===== src/rtl/conv1d_tap_mac.sv =====
// Sequential 1D convolution MAC: a TAPS-deep sample window is multiplied by the kernel one tap per cycle.
// Build option CONV_SAT_EN: saturate the result to DATA_W instead of wrap-around truncation.
module conv1d_tap_mac #(
    parameter int TAPS   = 4,
    parameter int DATA_W = 32,
    parameter int ACC_W  = 2*DATA_W + $clog2(TAPS)
) (
    input  logic                     clk,
    input  logic                     reset,
    input  logic                     in_valid,
    output logic                     in_ready,
    input  logic [DATA_W-1:0]        in_data,
    input  logic                     coef_we,
    input  logic [$clog2(TAPS)-1:0]  coef_addr,
    input  logic [DATA_W-1:0]        coef_data,
    output logic                     out_valid,
    input  logic                     out_ready,
    output logic [DATA_W-1:0]        out_data
);
    localparam int AW   = $clog2(TAPS);
    localparam int IW   = $clog2(TAPS) + 1;
    localparam int PW   = 2*DATA_W;
    localparam int EXTW = ACC_W - PW;

    typedef enum logic [1:0] {IDLE, MAC, OUT} state_t;

    state_t                    state_q;
    logic [DATA_W-1:0]         win_q  [TAPS];
    logic [DATA_W-1:0]         win_d  [TAPS];
    logic [DATA_W-1:0]         coef_q [TAPS];
    logic [DATA_W-1:0]         coef_d [TAPS];
    logic signed [ACC_W-1:0]   acc_q;
    logic signed [ACC_W-1:0]   acc_d;
    logic [IW-1:0]             idx_q;
    logic                      in_ready_q;
    logic                      out_valid_q;
    logic [DATA_W-1:0]         out_data_q;
    logic [DATA_W-1:0]         result_d;

    logic                      accept;
    logic                      coef_wr;
    logic [AW-1:0]             tap_sel;
    logic signed [DATA_W-1:0]  tap_win;
    logic signed [DATA_W-1:0]  tap_coef;
    logic signed [PW-1:0]      tap_prod;

    assign accept  = (state_q == IDLE) && in_valid;
    // Kernel is frozen outside IDLE so a computation never sees a mixed kernel.
    assign coef_wr = (state_q == IDLE) && coef_we;

    genvar gi;
    generate
        for (gi = 0; gi < TAPS; gi++) begin : g_tap
            if (gi == 0) begin : g_head
                assign win_d[gi] = accept ? in_data : win_q[gi];
            end else begin : g_tail
                assign win_d[gi] = accept ? win_q[gi-1] : win_q[gi];
            end
            assign coef_d[gi] = (coef_wr && (coef_addr == AW'(gi))) ? coef_data : coef_q[gi];
        end
    endgenerate

    always_ff @(posedge clk) begin
        if (!reset) begin
            for (int i = 0; i < TAPS; i++) begin
                win_q[i]  <= '0;
                coef_q[i] <= '0;
            end
        end else begin
            win_q  <= win_d;
            coef_q <= coef_d;
        end
    end

    assign tap_sel  = idx_q[AW-1:0];
    assign tap_win  = $signed(win_q[tap_sel]);
    assign tap_coef = $signed(coef_q[tap_sel]);
    assign tap_prod = tap_win * tap_coef;
    assign acc_d    = acc_q + $signed({{EXTW{tap_prod[PW-1]}}, tap_prod});

`ifdef CONV_SAT_EN
    logic ovf_pos;
    logic ovf_neg;
    // In range only when all bits above the DATA_W sign bit match the accumulator sign.
    assign ovf_pos  = !acc_d[ACC_W-1] && (|acc_d[ACC_W-2:DATA_W-1]);
    assign ovf_neg  =  acc_d[ACC_W-1] && !(&acc_d[ACC_W-2:DATA_W-1]);
    assign result_d = ovf_pos ? {1'b0, {(DATA_W-1){1'b1}}} :
                      ovf_neg ? {1'b1, {(DATA_W-1){1'b0}}} :
                      acc_d[DATA_W-1:0];
`else
    assign result_d = acc_d[DATA_W-1:0];
`endif

    always_ff @(posedge clk) begin
        if (!reset) begin
            state_q     <= IDLE;
            acc_q       <= '0;
            idx_q       <= '0;
            in_ready_q  <= 1'b1;
            out_valid_q <= 1'b0;
            out_data_q  <= '0;
        end else begin
            case (state_q)
                IDLE: begin
                    if (accept) begin
                        acc_q      <= '0;
                        idx_q      <= '0;
                        in_ready_q <= 1'b0;
                        state_q    <= MAC;
                    end
                end
                MAC: begin
                    acc_q <= acc_d;
                    idx_q <= idx_q + 1'b1;
                    if (idx_q == IW'(TAPS-1)) begin
                        out_data_q  <= result_d;
                        out_valid_q <= 1'b1;
                        state_q     <= OUT;
                    end
                end
                OUT: begin
                    if (out_ready) begin
                        out_valid_q <= 1'b0;
                        in_ready_q  <= 1'b1;
                        state_q     <= IDLE;
                    end
                end
                default: begin
                    out_valid_q <= 1'b0;
                    in_ready_q  <= 1'b1;
                    state_q     <= IDLE;
                end
            endcase
        end
    end

    assign in_ready  = in_ready_q;
    assign out_valid = out_valid_q;
    assign out_data  = out_data_q;
endmodule

===== config.mk =====
export PLATFORM = sky130hd
export DESIGN_NAME = conv1d_tap_mac
export DESIGN_NICKNAME = d
export VERILOG_FILES = /design/src/rtl/conv1d_tap_mac.sv
export SDC_FILE = /design/constraint.sdc
export NUM_CORES = 2
export LEC_CHECK = 0
export BUFFER_PORTS_ARGS = -buffer_cell sky130_fd_sc_hd__buf_2
export CAP_MARGIN = 20
export CORE_MARGIN = 2
export CORE_UTILIZATION = 45
export DETAILED_ROUTE_END_ITERATION = 6
export GPL_TIMING_DRIVEN = 1
export PLACE_DENSITY_LB_ADDON = 0.12
export SYNTH_ARGS = -nofsm -noshare
export SYNTH_HDL_FRONTEND = slang
export SYNTH_SLANG_ARGS = --single-unit

===== constraint.sdc =====
create_clock -name clk -period 13.55 [get_ports clk]
set_input_delay 2.0325 -clock clk [delete_from_list [all_inputs] [get_ports clk]]
set_output_delay 2.0325 -clock clk [all_outputs]
set_load 0.01 [all_outputs]

Word-level counts from Yosys, hierarchy flattened
Cells that the tools add are included.
- bits of input ports: 71
- word-level logic and storage cells: 64
- bits in registers: 361
- output and inout bits: 34
- mux-type cells: 20
- $add $sub $neg: 2
- magnitude comparators: 1
- bitwise operators: 3
- equality and inequality tests: 9
- multiply operators: 1
- reduce and logical (&&, ||, !) cells: 14
- operator list (operator ; count):
    case mux 66 bit (2 select lines) ; 1
    binary-select mux 32 bit (select 2 bit) ; 2
    2-to-1 mux 32 bit ; 4
    adder 66 x 64 -> 66 bit ; 1
    2-to-1 mux 66 bit ; 1
    multiplier 32 x 32 -> 64 bit ; 1
    AND reduction 3 bit ; 3
    == test 2 bit, second input constant ; 3
    logical AND 1 bit ; 6
    2-to-1 mux 2 bit ; 3
    inequality test 2 bit, second input constant ; 3
    case mux 1 bit (3 select lines) ; 2
    case mux 2 bit (3 select lines) ; 1
    case mux 3 bit (2 select lines) ; 1
    == test 2 x 1 -> 1 bit, second input constant ; 2
    logical NOT 2 bit ; 2
    2-to-1 mux 1 bit ; 4
    AND reduction 2 bit ; 2
    adder 3 x 1 -> 3 bit, second input constant ; 1
    == test 3 x 2 -> 1 bit, second input constant ; 1
    >= comparator 3 bit, second input constant ; 1
    2-to-1 mux 3 bit ; 1
    NOT 2 -> 3 bit ; 1
    NOT 1 bit ; 2
    nonzero test 2 bit ; 1

Depth between registers and ports, before layout
- word-level depth: 7
- mapped depth: 38
- gate-level depth less buffers: 31

Worst setup path before layout
OpenSTA, ideal clock, no wires.
- path kind: flip-flop to flip-flop
- start: register idx_q[1]
- end: register acc_q[31]
- arrival time: 9.186 ns
- path slack: 4.247 ns
- cell stages (with the launch flop): 35
- period minus slack after synthesis: 9.303 ns
- data required time: 13.433 ns
- setup time: 0.117 ns
- cells stage by stage: dfxtp_1 buf_4 buf_4 buf_4 buf_4 buf_1 buf_2 mux2i_1 nand2_1 o21ai_1 clkbuf_1 nor2_1 fa_1 fa_1 fa_1 inv_1 fa_1 inv_1 fa_1 fa_1 fa_1 inv_1 fa_1 inv_1 ha_1 a21o_1 a211oi_1 nor3_1 or3_1 or4_1 o311ai_1 o21ai_0 a31oi_1 xnor2_1 a32o_1
- word-level cells in the longest chain between the ends: 7
- ends and longest elaborated chain (element ; RTL line ; RTL):
    from (decl) ; 34 ; logic [IW-1:0] idx_q;
    from (signal assigned) ; 114 ; idx_q <= idx_q + 1'b1;
    NOT 2 -> 3 bit (not written as such) * ; 76, 77 ;
    binary-select mux 32 bit (select 2 bit), on equally long branches ; 76, 77 ;
    2-to-1 mux 32 bit, on equally long branches (2 in series) ; 76, 77 ;
    multiplier 32 x 32 -> 64 bit * ; 78 ; assign tap_prod = tap_win * tap_coef;
    adder 66 x 64 -> 66 bit * ; 79 ; assign acc_d = acc_q + $signed({{EXTW{tap_prod[PW-1]}}, tap_prod});
    case mux 66 bit (2 select lines) * ; 103 ; case (state_q)
    to (signal assigned) ; 97 ; acc_q <= '0;
    to (signal assigned) ; 106 ; acc_q <= '0;
    to (signal assigned) ; 113 ; acc_q <= acc_d;
    to (decl) ; 32 ; logic signed [ACC_W-1:0] acc_q;
Every way passes the cells marked *; elsewhere a longest branch is shown, timed or not. The select of a mux whose other input is x is not followed.
A chain may end at the register's enable or synchronous reset.

Worst setup path in the final report
Ends and elaborated chain as after synthesis.

==> impl_metrics.tcl <==
set metrics [dict create \
    status "finished, final reports clean" \
    die_h_um 267 \
    power_mw 3.55 \
    p_leak_nw 14.4 \
    end_kind "flip-flop" \
    seqPwrFrac_pct 29.5 \
    fmaxAchievable_ghz 0.0997 \
    ys_warn_count 0 \
    hold_depth 2 \
    synth-edff-count 0 \
    max_cap_viol_count 0 \
    cp.arrival_ns 10.53 \
    setup_ws_ns 3.52 \
    timing.reg2reg.setup_slack_ns 3.52 \
    syn_avg_cell_area_um2 8.71 \
    port_buffers 104 \
    core_area_um2 68500 \
    finalMaxSlewViolations 0 \
    drive_above_1_share_pct 9.17 \
    p_sw_mw 1.40 \
    wire_per_inst_um 20.8 \
    worst_pin_slew_ns 1.05 \
    cts_hold_buf 0 \
    skew_ns 0.0548 \
    synthCells 3570 \
    ctsResizeCount 0 \
    place.gp.congestion 0.943 \
    synth.distinct_cells 49 \
    critPathKind "flip-flop to flip-flop" \
    path_clk_slew_ns 0.06 \
    ir_worst_vdd_mv 0.0916 \
    drt_iter0_markers 1628 \
    track_usage_pct 27.0 \
    rows 96 \
    ys.flop_type "dfxtp_1" \
    min_path_type "flip-flop to flip-flop" \
    finalSetupViolations 0 \
    die_x_um 267 \
    r2r_cells 25 \
    critPathLaunchType "flip-flop" \
    yosysMostFrequentCell "nand2_1" \
    syn_to_final_growth_pct 8.45 \
    antenna_found_initial 1 \
    synthArstFlopShare_pct 0 \
    hpwl_mm 68.7 \
    fin_crit_sh_pct 74.0 \
    dp.cells 4405 \
    cts_tree "built" \
    drtAntennaViolNets 0 \
    grt_max_degree 114 \
    pwr-share-clk_pct 31.4 \
    ys_seq_area_share_pct 21.1 \
    synth_fp_nets 4232 \
    pre_cts_ws_ns 3.58 \
    synth_top_area_cell "fa_1" \
    grt_pass1_vias 25200 \
    fin_nets 4229 \
    synth_seq_cells 327 \
    period_needed_ns 10.03 \
    root_buffer "clkbuf_16" \
    fin_setup_tns_ns 0 \
    clockBufferDepth 3 \
    yosysTopAreaCellShare_pct 28.2 \
    dieArea_um2 71200 \
    cts_setup_buffers 0 \
    initial_core_util_pct 45.4 \
    synthTopCellsByCount "nand2_1 (890), inv_1 (526), fa_1 (438)" \
    critPathMaxFanout 64 \
    pin_count 105 \
    combPwrFrac_pct 39.0 \
    firstDrtPassIters 5 \
    viasPerCell 5.38 \
    p_int_mw 2.15 \
    wirelength_mm 93.3 \
    p_sw_share_pct 39.4 \
    cts_sinks 327 \
    pwr_density_cell_nw_per_um2 105 \
    maxSlewHeadroom_pct 30.3 \
    hold_viol 0 \
    grt_first_pass_wirelength_mm 146 \
    drc 0 \
    clk_latency_ns 0.61 \
    antenna_cells 0 \
    cts-buffers-inserted 40 \
    fin_cells 4479 \
    syn-cell-area_um2 31100 \
    rsz0062_at_grt "no" \
    vias 24100 \
    grt_overflow 0 \
    synth.top_cells.by_area "fa_1 (28%), dfxtp_1 (21%), nand2_1 (11%)" \
    htreeDepth 2 \
    critical_path_required_ns 14.06 \
]
## power by group through the flow
stage          Sequential [mW]  Combinational (mW)  Clock [mW]
3_3_place_gp              1.07                1.38           0
4_1_cts                   1.05                1.40        1.14
3_5_place_dp              1.07                1.40           0
2_1_floorplan             1.05               0.942           0
6_report                  1.05                1.38        1.12
5_1_grt                   1.05                1.55        1.18
## layout by cell type, fill, tap and decap left out, types with 30 or more instances in the layout
master and instances:
nor2_1 244, mux2i_1 36, nand3_1 35, nand2_1 887, xnor2_1 74, fa_1 438
and2_1 69, ha_1 153, o21ai_0 30, buf_2 103, mux2_2 36, mux4_2 60
inv_1 526, clkbuf_16 40, dfxtp_1 325, a21boi_0 306, buf_4 46
## logic make-up after synthesis
group | Yosys count | synth area share, %
muxes | 132 | 6.81
DFF | 327 | 21.1
xor gates and xnor gates | 89 | 2.51
adders and majority gates | 591 | 34.4
AOI/OAI and AO/OA | 440 | 10.0
and+or+nand+nor | 1267 | 16.2
buffers and inverters | 724 | 9.00
## worst max-delay path, cell delays in order, from the launching register on
cell      delay, ns
dfxtp_4        0.94
buf_4          0.75
mux2_2         0.31
o21a_1         0.76
nand2_1        0.15
fa_1           0.56
fa_1           0.58
fa_1           0.49
fa_1           0.57
inv_1          0.06
fa_1           0.48
fa_1           0.50
fa_1           0.49
inv_1          0.05
fa_1           0.47
inv_1          0.04
ha_1           0.37
o21ai_0        0.20
nor3_1         0.07
or3_1          0.39
or4_1          0.48
o311ai_1       0.20
o21ai_0        0.29
a31oi_1        0.26
xnor2_1        0.11
a32o_1         0.28
## path summary, 6_finish.rpt
kind,from,to
max,idx_q[1],acc_q[31]
min,out_data[20],out_data[20]
max reg2reg,idx_q[1],acc_q[31]
min reg2reg,out_data[20],out_data[20]
## flip-flops by register name, indices dropped and copies added, names as in the netlist
name / cells
in_ready: 1
coef_q: 128
state_q: 2
win_q: 128
idx_q: 3
out_valid: 1
out_data: 32
acc_q: 32
## per-layer routing
layer  GRT usage, %  vias up  wire, um
li1               -    11000         -
met1           35.3    12200     38600
met2           45.6      792     45200
met3           4.74      161      6580
met4           8.12        2      2910
met5              0        -        12
## layout make-up
type	count	area [um2]
inverter	526	1970
timing repair buffer	153	931
clock inverter	15	221
fill	6592	34800
multi-input combinational	2519	21800
tap	882	1100
clock buffer	57	1140
sequential	327	6550
## per-stage QoR
stage               cell area (um2)  util [%]  hold WS (ns)
floorplan                     31100         -         0.425
global placement              32300      47.2         0.449
detailed placement            32300      47.2         0.455
CTS                           33700      49.2         0.463
global route                  33700      49.2         0.487
finish                        33700      49.2         0.458
Note: power is estimated with default switching activity, not from simulation.
